[src/rtl/pool2_maxpool_pkg.sv]
// rtl/pool2_maxpool_pkg.sv - shared cnn constants and pooling state encodings
// Contents: per-channel word width, channel count, layer-2 feature map
// dimensions and counter widths, and the pool2 row-phase state type.
package pool2_maxpool_pkg;

    localparam int BITS         = 16;
    localparam int BITS_SHIFT   = 4;
    localparam int CHANNEL_NUM  = 8;

    localparam int L2_LENGTH_IN = 26;
    localparam int L2_HEIGHT_IN = 26;
    localparam int L2_LENGTH_2  = 5;
    localparam int L2_HEIGHT_2  = 5;

    // ST_TOP: even input row, ST_BOT: odd input row
    typedef enum logic {
        ST_TOP = 1'b0,
        ST_BOT = 1'b1
    } pool_state_t;

endpackage

[src/rtl/pool2_maxpool_lane.sv]
// rtl/pool2_maxpool_lane.sv - one-channel signed two-input maximum
// Ports:
//   i_a, i_b : signed two's-complement operands, bits wide
//   o_max    : the larger operand (ties return i_a, which equals i_b)
module pool_max_lane #(
    parameter int bits = 16
) (
    input  logic [bits-1:0] i_a,
    input  logic [bits-1:0] i_b,
    output logic [bits-1:0] o_max
);

    assign o_max = ($signed(i_a) >= $signed(i_b)) ? i_a : i_b;

endmodule

[src/rtl/pool2_maxpool.sv]
// rtl/pool2_maxpool.sv - 2x2 stride-2 signed max pooling over a raster pixel stream
// Ports:
//   clk_in     : clock
//   rst_n      : asynchronous active-low reset
//   valid_in   : one-cycle strobe per input pixel, raster order
//   data_in    : channel_num signed words, channel k at [k*bits +: bits]
//   data_out   : registered pooled pixel, held until the next start
//   start      : one-cycle strobe marking a new data_out
//   frame_done : one-cycle strobe coinciding with the last start of a frame
// Build option: define POOL2_RELU_EN to clamp negative output channels to zero.
module pool2_maxpool
    import pool2_maxpool_pkg::*;
#(
    parameter int bits        = BITS,
    parameter int bits_shift  = BITS_SHIFT,
    parameter int channel_num = CHANNEL_NUM,
    parameter int length_in   = L2_LENGTH_IN,
    parameter int height_in   = L2_HEIGHT_IN,
    parameter int length_2    = L2_LENGTH_2,
    parameter int height_2    = L2_HEIGHT_2
) (
    input  logic                                  clk_in,
    input  logic                                  rst_n,
    input  logic                                  valid_in,
    input  logic [(channel_num<<bits_shift)-1:0]  data_in,
    output logic [(channel_num<<bits_shift)-1:0]  data_out,
    output logic                                  start,
    output logic                                  frame_done
);

    localparam int W        = channel_num << bits_shift;
    localparam int LB_DEPTH = length_in / 2;
    localparam logic [length_2-1:0] COL_LAST = length_2'(length_in - 1);
    localparam logic [height_2-1:0] ROW_LAST = height_2'(height_in - 1);

    pool_state_t          r_state;
    pool_state_t          w_state_next;
    logic [length_2-1:0]  r_col;
    logic [height_2-1:0]  r_row;
    logic [W-1:0]         r_hmax;
    logic [W-1:0]         r_linebuf [LB_DEPTH];

    logic [length_2-2:0]  w_lb_idx;
    logic [W-1:0]         w_lb_rd;
    logic [W-1:0]         w_hmax_new;
    logic [W-1:0]         w_pool;
    logic [W-1:0]         w_out_next;
    logic                 w_last_col;
    logic                 w_last_row;
    logic                 w_lb_we;
    logic                 w_out_fire;

    assign w_last_col = (r_col == COL_LAST);
    assign w_last_row = (r_row == ROW_LAST);
    assign w_lb_idx   = r_col[length_2-1:1];
    assign w_lb_rd    = r_linebuf[w_lb_idx];

    // Stage 1: horizontal pair max (meaningful on odd columns).
    // Stage 2: fold in the top-row pair max saved in the line buffer.
    for (genvar k = 0; k < channel_num; k++) begin : g_lane
        pool_max_lane #(.bits(bits)) u_hmax (
            .i_a   (r_hmax[k*bits +: bits]),
            .i_b   (data_in[k*bits +: bits]),
            .o_max (w_hmax_new[k*bits +: bits])
        );
        pool_max_lane #(.bits(bits)) u_vmax (
            .i_a   (w_lb_rd[k*bits +: bits]),
            .i_b   (w_hmax_new[k*bits +: bits]),
            .o_max (w_pool[k*bits +: bits])
        );
    end

    always_comb begin
        w_out_next = w_pool;
`ifdef POOL2_RELU_EN
        for (int k = 0; k < channel_num; k++) begin
            if (w_pool[k*bits + bits - 1]) begin
                w_out_next[k*bits +: bits] = '0;
            end
        end
`endif
    end

    always_comb begin
        w_state_next = r_state;
        w_lb_we      = 1'b0;
        w_out_fire   = 1'b0;
        if (valid_in) begin
            case (r_state)
                ST_TOP: begin
                    w_lb_we = r_col[0];
                    if (w_last_col) begin
                        w_state_next = ST_BOT;
                    end
                end
                ST_BOT: begin
                    w_out_fire = r_col[0];
                    if (w_last_col) begin
                        w_state_next = ST_TOP;
                    end
                end
                default: w_state_next = ST_TOP;
            endcase
        end
    end

    always_ff @(posedge clk_in or negedge rst_n) begin
        if (!rst_n) begin
            r_state    <= ST_TOP;
            r_col      <= '0;
            r_row      <= '0;
            r_hmax     <= '0;
            data_out   <= '0;
            start      <= 1'b0;
            frame_done <= 1'b0;
        end else begin
            r_state    <= w_state_next;
            start      <= w_out_fire;
            frame_done <= w_out_fire && w_last_col && w_last_row;
            if (w_out_fire) begin
                data_out <= w_out_next;
            end
            if (valid_in) begin
                // Even column opens a new pair; odd column closes it.
                r_hmax <= r_col[0] ? w_hmax_new : data_in;
                if (w_last_col) begin
                    r_col <= '0;
                    r_row <= w_last_row ? '0 : r_row + height_2'(1);
                end else begin
                    r_col <= r_col + length_2'(1);
                end
            end
        end
    end

    // Not reset: every entry is rewritten during the top row before use.
    always_ff @(posedge clk_in) begin
        if (w_lb_we) begin
            r_linebuf[w_lb_idx] <= w_hmax_new;
        end
    end

endmodule

[config.mk]
export PLATFORM = sky130hd
export DESIGN_NAME = pool2_maxpool
export DESIGN_NICKNAME = d
export VERILOG_FILES = /design/src/rtl/pool2_maxpool_pkg.sv /design/src/rtl/pool2_maxpool_lane.sv /design/src/rtl/pool2_maxpool.sv
export SDC_FILE = /design/constraint.sdc
export NUM_CORES = 2
export LEC_CHECK = 0
export ABC_AREA = 1
export BUFFER_PORTS_ARGS = -buffer_cell sky130_fd_sc_hd__buf_2
export CAP_MARGIN = 0
export CELL_PAD_IN_SITES_DETAIL_PLACEMENT = 0
export CELL_PAD_IN_SITES_GLOBAL_PLACEMENT = 1
export CORE_ASPECT_RATIO = 0.75
export CORE_MARGIN = 3
export CORE_UTILIZATION = 45
export CTS_BUF_LIST = sky130_fd_sc_hd__clkbuf_8
export DETAILED_ROUTE_END_ITERATION = 6
export PLACE_DENSITY_LB_ADDON = 0.1
export SLEW_MARGIN = 20
export SYNTH_ARGS = -nofsm -noshare
export SYNTH_HDL_FRONTEND = slang
export SYNTH_SLANG_ARGS = --single-unit
[constraint.sdc]
create_clock -name clk_in -period 8.44 [get_ports clk_in]
set_input_delay 0.422 -clock clk_in [delete_from_list [all_inputs] [get_ports clk_in]]
set_output_delay 0.422 -clock clk_in [all_outputs]
set_load 0.005 [all_outputs]
After elaboration in Yosys (flattened, before gate mapping)
Memories as Yosys holds them, arrays and structs flattened. Index checks and enable logic that the tools add are counted.

Input port bits: 131. Word-level logic and storage cells: 60. Memory bits (read-only): 0. Register bits after elaboration: 269. Memory bits (writable): 1664. Output and inout bits: 130. Memories kept: 1. Latch bits: 0.

Memories: r_linebuf (depth 13, width 128, rd ports 1, clocked after memory_dff 0, wr ports 1, RTL line pool2_maxpool.sv:41) `logic [W-1:0] r_linebuf [LB_DEPTH];`.

Shifts and indexed selects: 0. Eq/ne operators: 2. Mux-type cells: 28. Add/sub/neg operators: 2. Bitwise logic cells: 1. $lt $le $gt $ge: 16. $mul: 0. Reduce and logical (&&, ||, !) cells: 3. Div/mod/pow operators: 0.

Operators by type and width (count): $ge A16 B16 Y1 (16); $mux W16 (16); $mux W128 (1); $add A5 B1 Y5 const B (2); $eq A5 B5 Y1 const B (2); $mux W5 (2); $mux W1 (8); $logic_and A1 B1 Y1 (2); $pmux W1 S2 (1); $reduce_and A2 Y1 (1); $not A1 Y1 (1).

Logic depth before layout (Yosys ltp)
Depth in word-level cells: 4. Depth in mapped cells: 33. Gate-level depth less buffers: 31.

Modules after synthesis
From an unflattened synthesis, not the netlist that was laid out.

Cell total of the unflattened synthesis: 9788. Area total of the unflattened synthesis: 92179.7 µm².

Modules (own cells, without submodules): pool2_maxpool (sequential area each 56699.4 µm², area each 79747.7 µm², instances 1, cells each 7660); pool_max_lane (sequential area each 0.0 µm², area each 777.0 µm², instances 16, cells each 133).

Least setup slack after synthesis
No wires, ideal clock.

Kind: register to register. Start point: reg r_col[1]. End point: mem r_linebuf[0][0] (netlist name), enable pin. Data required time: 7823 ps. Cell stages (with the launch flop): 6. Setup slack: 1257 ps. Arrival time: 6566 ps. Buffers on the path: 2. Setup time: 617 ps. Clock period less this slack: 7183 ps. Path through: dfrtp_1 nor2_4 buf_2 clkbuf_1 nand2_1 nor2_1.

RTL lines: from (decl) (RTL line pool2_maxpool.sv:38) `logic [length_2-1:0] r_col;`; from (signal assigned) (RTL line pool2_maxpool.sv:130) `r_col <= r_col + length_2'(1);`; to (decl) (RTL line pool2_maxpool.sv:41).

No word-level cell before the write port.

Worst setup path in the final report
Start point: reg r_hmax[47]. End point: reg data_out[46].

Cells in the longest elaborated chain, start to end: 4.

RTL lines: from (decl) (RTL line pool2_maxpool.sv:40) `logic [W-1:0] r_hmax;`; from (signal assigned) (RTL line pool2_maxpool.sv:125) `r_hmax <= r_col[0] ? w_hmax_new : data_in;`; $ge A16 B16 Y1 (RTL line pool2_maxpool_lane.sv:13) `assign o_max = ($signed(i_a) >= $signed(i_b)) ? i_a : i_b;`; $mux W16 (RTL line pool2_maxpool_lane.sv:13); net g_lane[2].u_hmax.o_max[13] (RTL line pool2_maxpool_lane.sv:10) `output logic [bits-1:0] o_max`; $ge A16 B16 Y1 (RTL line pool2_maxpool_lane.sv:13); $mux W16 (RTL line pool2_maxpool_lane.sv:13); to (signal assigned) (RTL line pool2_maxpool.sv:121) `data_out <= w_out_next;`; to (decl) (RTL line pool2_maxpool.sv:26) `output logic [(channel_num<<bits_shift)-1:0] data_out,`.

The timed path passes the listed nets, and every way through them passes these cells. A chain may end at the register's enable or synchronous reset.

==> summary.md <==
| Metric | Value |
|---|---|
| CP endpoint | `data_out[46]` |
| Worst-Skew Late Latency | `around 1.0 ns` |
| Fmax | `about 180 MHz` |
| Internal | `about 0.021 W` |
| Worst Skew | `about 0.052 ns` |
| Buf/Inv on CP | `2` |
| Syn Nets | `between 8000 and 9000` |
| Global-route wire length before repair | `approximately 360 mm` |
| EDFF count, synth | `1664` |
| Slew Limit Fails | `0` |
| Site row count | `137` |
| Max VDD drop | `approximately 0.00026 V` |
| Synthesized area | `0.0847 mm²` |
| Yosys warnings | `0` |
| Data required, critical path | `9.35 ns` |
| Family with the most delay on the worst path | `simple AND/OR/NAND/NOR gates` |
| Initial antenna violation count | `2` |
| Most frequent cells in the layout | `2813 x nand2_1, 1664 x edfxtp_1, 581 x inv_1` |
| RePlAce Congestion | `roughly 0.8` |
| CTS Sinks | `a little under 2000` |
| Remaining antenna violation count after routing | `0` |
| Final setup fails | `0` |
| Minimum clock period | `between 5 and 6 ns` |
| Gate Count Post-Synth | `approximately 7600` |
| Nets | `between 8000 and 9000` |
| Finished Core Util | `0.511` |
| R2R Setup Slk | `between 2 and 3 ns` |
| Worst setup path start | `r_hmax[47]` |
| Sequential area share after synthesis | `0.670` |
| DRC | `0` |
| R2R cell count | `18` |
| R2R Path End | `data_out[46]` |
| Die extent in y | `roughly 380 µm` |
| Drt first pass iters | `6` |
| Pwr/cell area | `about 380 mW/mm²` |
| Reg2reg start | `r_hmax[47]` |
| Net Switching | `0.0156 W` |
| Commonest register cell after synthesis | `edfxtp_1` |
| # IOs | `roughly 260` |
| P&R area growth vs syn | `12.6%` |
| Most common library cell in the layout ignoring fill and taps | `nand2_1` |
| Leakage | `just under 40 nW` |
| Die area | `0.193 mm²` |
| Initial DRC Count | `between 4000 and 5000` |
| Setup TNS | `0 ns` |
| Worst-margin pin slew | `about 1.1 ns` |
| Drt via density | `~5.4` |
| Fin crit share | `0.673` |
| Final hold viol count | `0` |
| Setup CP Type | `reg2reg` |
| Total number of vias | `~58000` |
| Setup bufs post-CTS | `0` |
| Gr usage total | `0.245` |
| Outcome | `completed` |
| CTS tree | `done` |
| Number of global-route vias before repair | `56600` |
| Clk pwr share | `0.207` |
| DP Area | `slightly below 0.09 mm²` |
| Syn Area/Cell | `11.1 µm²` |
| Chip width | `around 510 µm` |
| Port Buf Inserts | `260` |
| Gr ovfl total | `0` |
| CP most frequent cell | `nand2_1` |
| Post-cts resize count | `0` |
| Critical Path Max Stage Delay | `0.68 ns` |
| Core area | `0.186 mm²` |
| Inserted Clock Buffers | `around 320` |
| RSZ-0062 raised after global routing | `no` |
| CTS root buffer | `clkbuf_8` |
| Startpoint Class | `flop` |
| Worst path arrival time | `between 6 and 7 ns` |
| WP depth | `18` |
| Asr flop ratio synth | `0.139` |
| Comb pwr share | `0.429` |
| Drt total wl | `between 200 and 250 mm` |
| CP Cell Sequence | `ha_1 > nand2_1 > nor3_1 > nand3_1 > nand3_2 > nand2_1 > nand2_1 > inv_1 > ha_1 > nand2_1 > nor3_1 > nand2_1 > nand3_1 > nand3_2 > inv_1 > nand3_1 > nand2_1 > nand2_1` |
| Longest Clk Path Bufs | `4` |
| Post-route cell area | `approximately 0.095 mm²` |
| Post-DP HPWL | `130 mm` |
| Initial Util | `0.454` |
| Layout cells sized above 1 | `0.0980` |
| Worst setup EP type | `flop` |
| Switch share | `0.427` |
| H-tree depth | `5` |
| Routed WL per cell | `22.2 µm` |
| CP max stage cell | `nand3_1` |
| Flop pwr share | `0.363` |
| Relative max-transition margin | `0.228` |
| Count of max-cap constraint violations | `0` |
| Crit Path Max Fanout | `17` |
| Post-synth cell types | `39` |
| Worst hold-check path type | `in2reg` |
| Pin count of the biggest net entering global routing | `approximately 130` |
| FF+latch count, synth | `1933` |
| Worst-path clk slew | `around 0.070 ns` |
## cell families after synthesis
kind of cell             Yosys count  share of synthesized area
AO/OA/AOI/OAI                    921                     0.0703
flip-flops                      1933                      0.670
buffers and inverters            845                     0.0419
AND/OR/NAND/NOR                 3673                      0.180
adder cells (fa/ha/maj)          260                     0.0384
XOR/XNOR                           2                   0.000207
## what timing repair did
item / in CTS / in global routing
endpoints found under the hold margin: 429 / 0
hold buffers: 132 / 0
endpoints found under the setup margin: 0 / 0
## worst min-delay path by stage
stage                  end   startpoint  cells past startpoint  slack, ns
6_report        r_hmax[32]  data_in[32]                      6       0.31
5_1_grt         r_hmax[32]  data_in[32]                      6       0.29
4_1_cts         r_hmax[32]  data_in[32]                      6       0.20
3_5_place_dp   r_hmax[108]        rst_n                      1       0.40
3_3_place_gp   r_hmax[103]        rst_n                      1       0.41
2_1_floorplan  data_out[0]        rst_n                      0       0.13
## through the flow
| stage | hold slack (ns) | worst slack (ns) | instances | total power, W |
|---|---|---|---|---|
| after floorplan | 0.126 | 1.26 | 7634 | 0.0240 |
| after global placement | 0.408 | 2.74 | 10100 | 0.0290 |
| final | 0.306 | 2.76 | 10800 | 0.0366 |
| after CTS | 0.196 | 2.84 | 10800 | 0.0369 |
| after detailed placement | 0.398 | 2.70 | 10100 | 0.0291 |
| after global routing | 0.287 | 2.27 | 10800 | 0.0394 |
## tightest hold or removal path, delay by kind of cell
| family | cells | cell delay, ns |
|---|---|---|
| buffers and inverters | 2 | 0.65 |
| AND/OR/NAND/NOR | 4 | 0.21 |
## final cells by class
| type | instances | area, µm² |
|---|---|---|
| multi-input combinational | 4856 | 24600 |
| antenna | 3 | 7.51 |
| clock buffer | 335 | 4610 |
| sequential | 1933 | 56700 |
| fill | 16800 | 91200 |
| clock inverter | 218 | 1090 |
| tap | 2502 | 3130 |
| inverter | 490 | 1870 |
| timing repair buffer | 463 | 3380 |
## routing by layer
layer / up-vias / GRT usage / part of all wire
met5: - / 0 / 0
met4: 0 / 0.0603 / 0.019
met3: 361 / 0.0395 / 0.059
met2: 1627 / 0.367 / 0.44
met1: 28600 / 0.372 / 0.48
li1: 27600 / - / -
## cells in the mapped netlist (16+ instances only)
cell      number  area share
nand2_1     2813        0.12
edfxtp_1    1664        0.59
a22oi_1      512       0.045
inv_1        482       0.021
a21oi_1      368       0.022
nand3_1      296       0.017
dfrtp_1      269       0.079
nand4_1      265       0.020
ha_1         260       0.038
nor2_1       216      0.0096
buf_2        142      0.0084
clkbuf_1     123      0.0055
buf_1         45      0.0020
buf_4         38      0.0034
nand2_2       16      0.0012
## power groups by stage
stage / logic (W) / registers [W] / clock network (W)
global route: 0.0178 / 0.0134 / 0.00823
detailed placement: 0.0157 / 0.0135 / 0
finish: 0.0157 / 0.0133 / 0.00759
floorplan: 0.0106 / 0.0134 / 0
CTS: 0.0158 / 0.0133 / 0.00781
global placement: 0.0155 / 0.0135 / 0
## sequential cells by signal (all words and copies together) (netlist names)
name	count
data_out	128
frame_done	1
r_col	5
r_hmax	128
r_linebuf	1664
r_row	5
r_state	1
start	1
No activity file was read; power rests on OpenSTA's default activity.
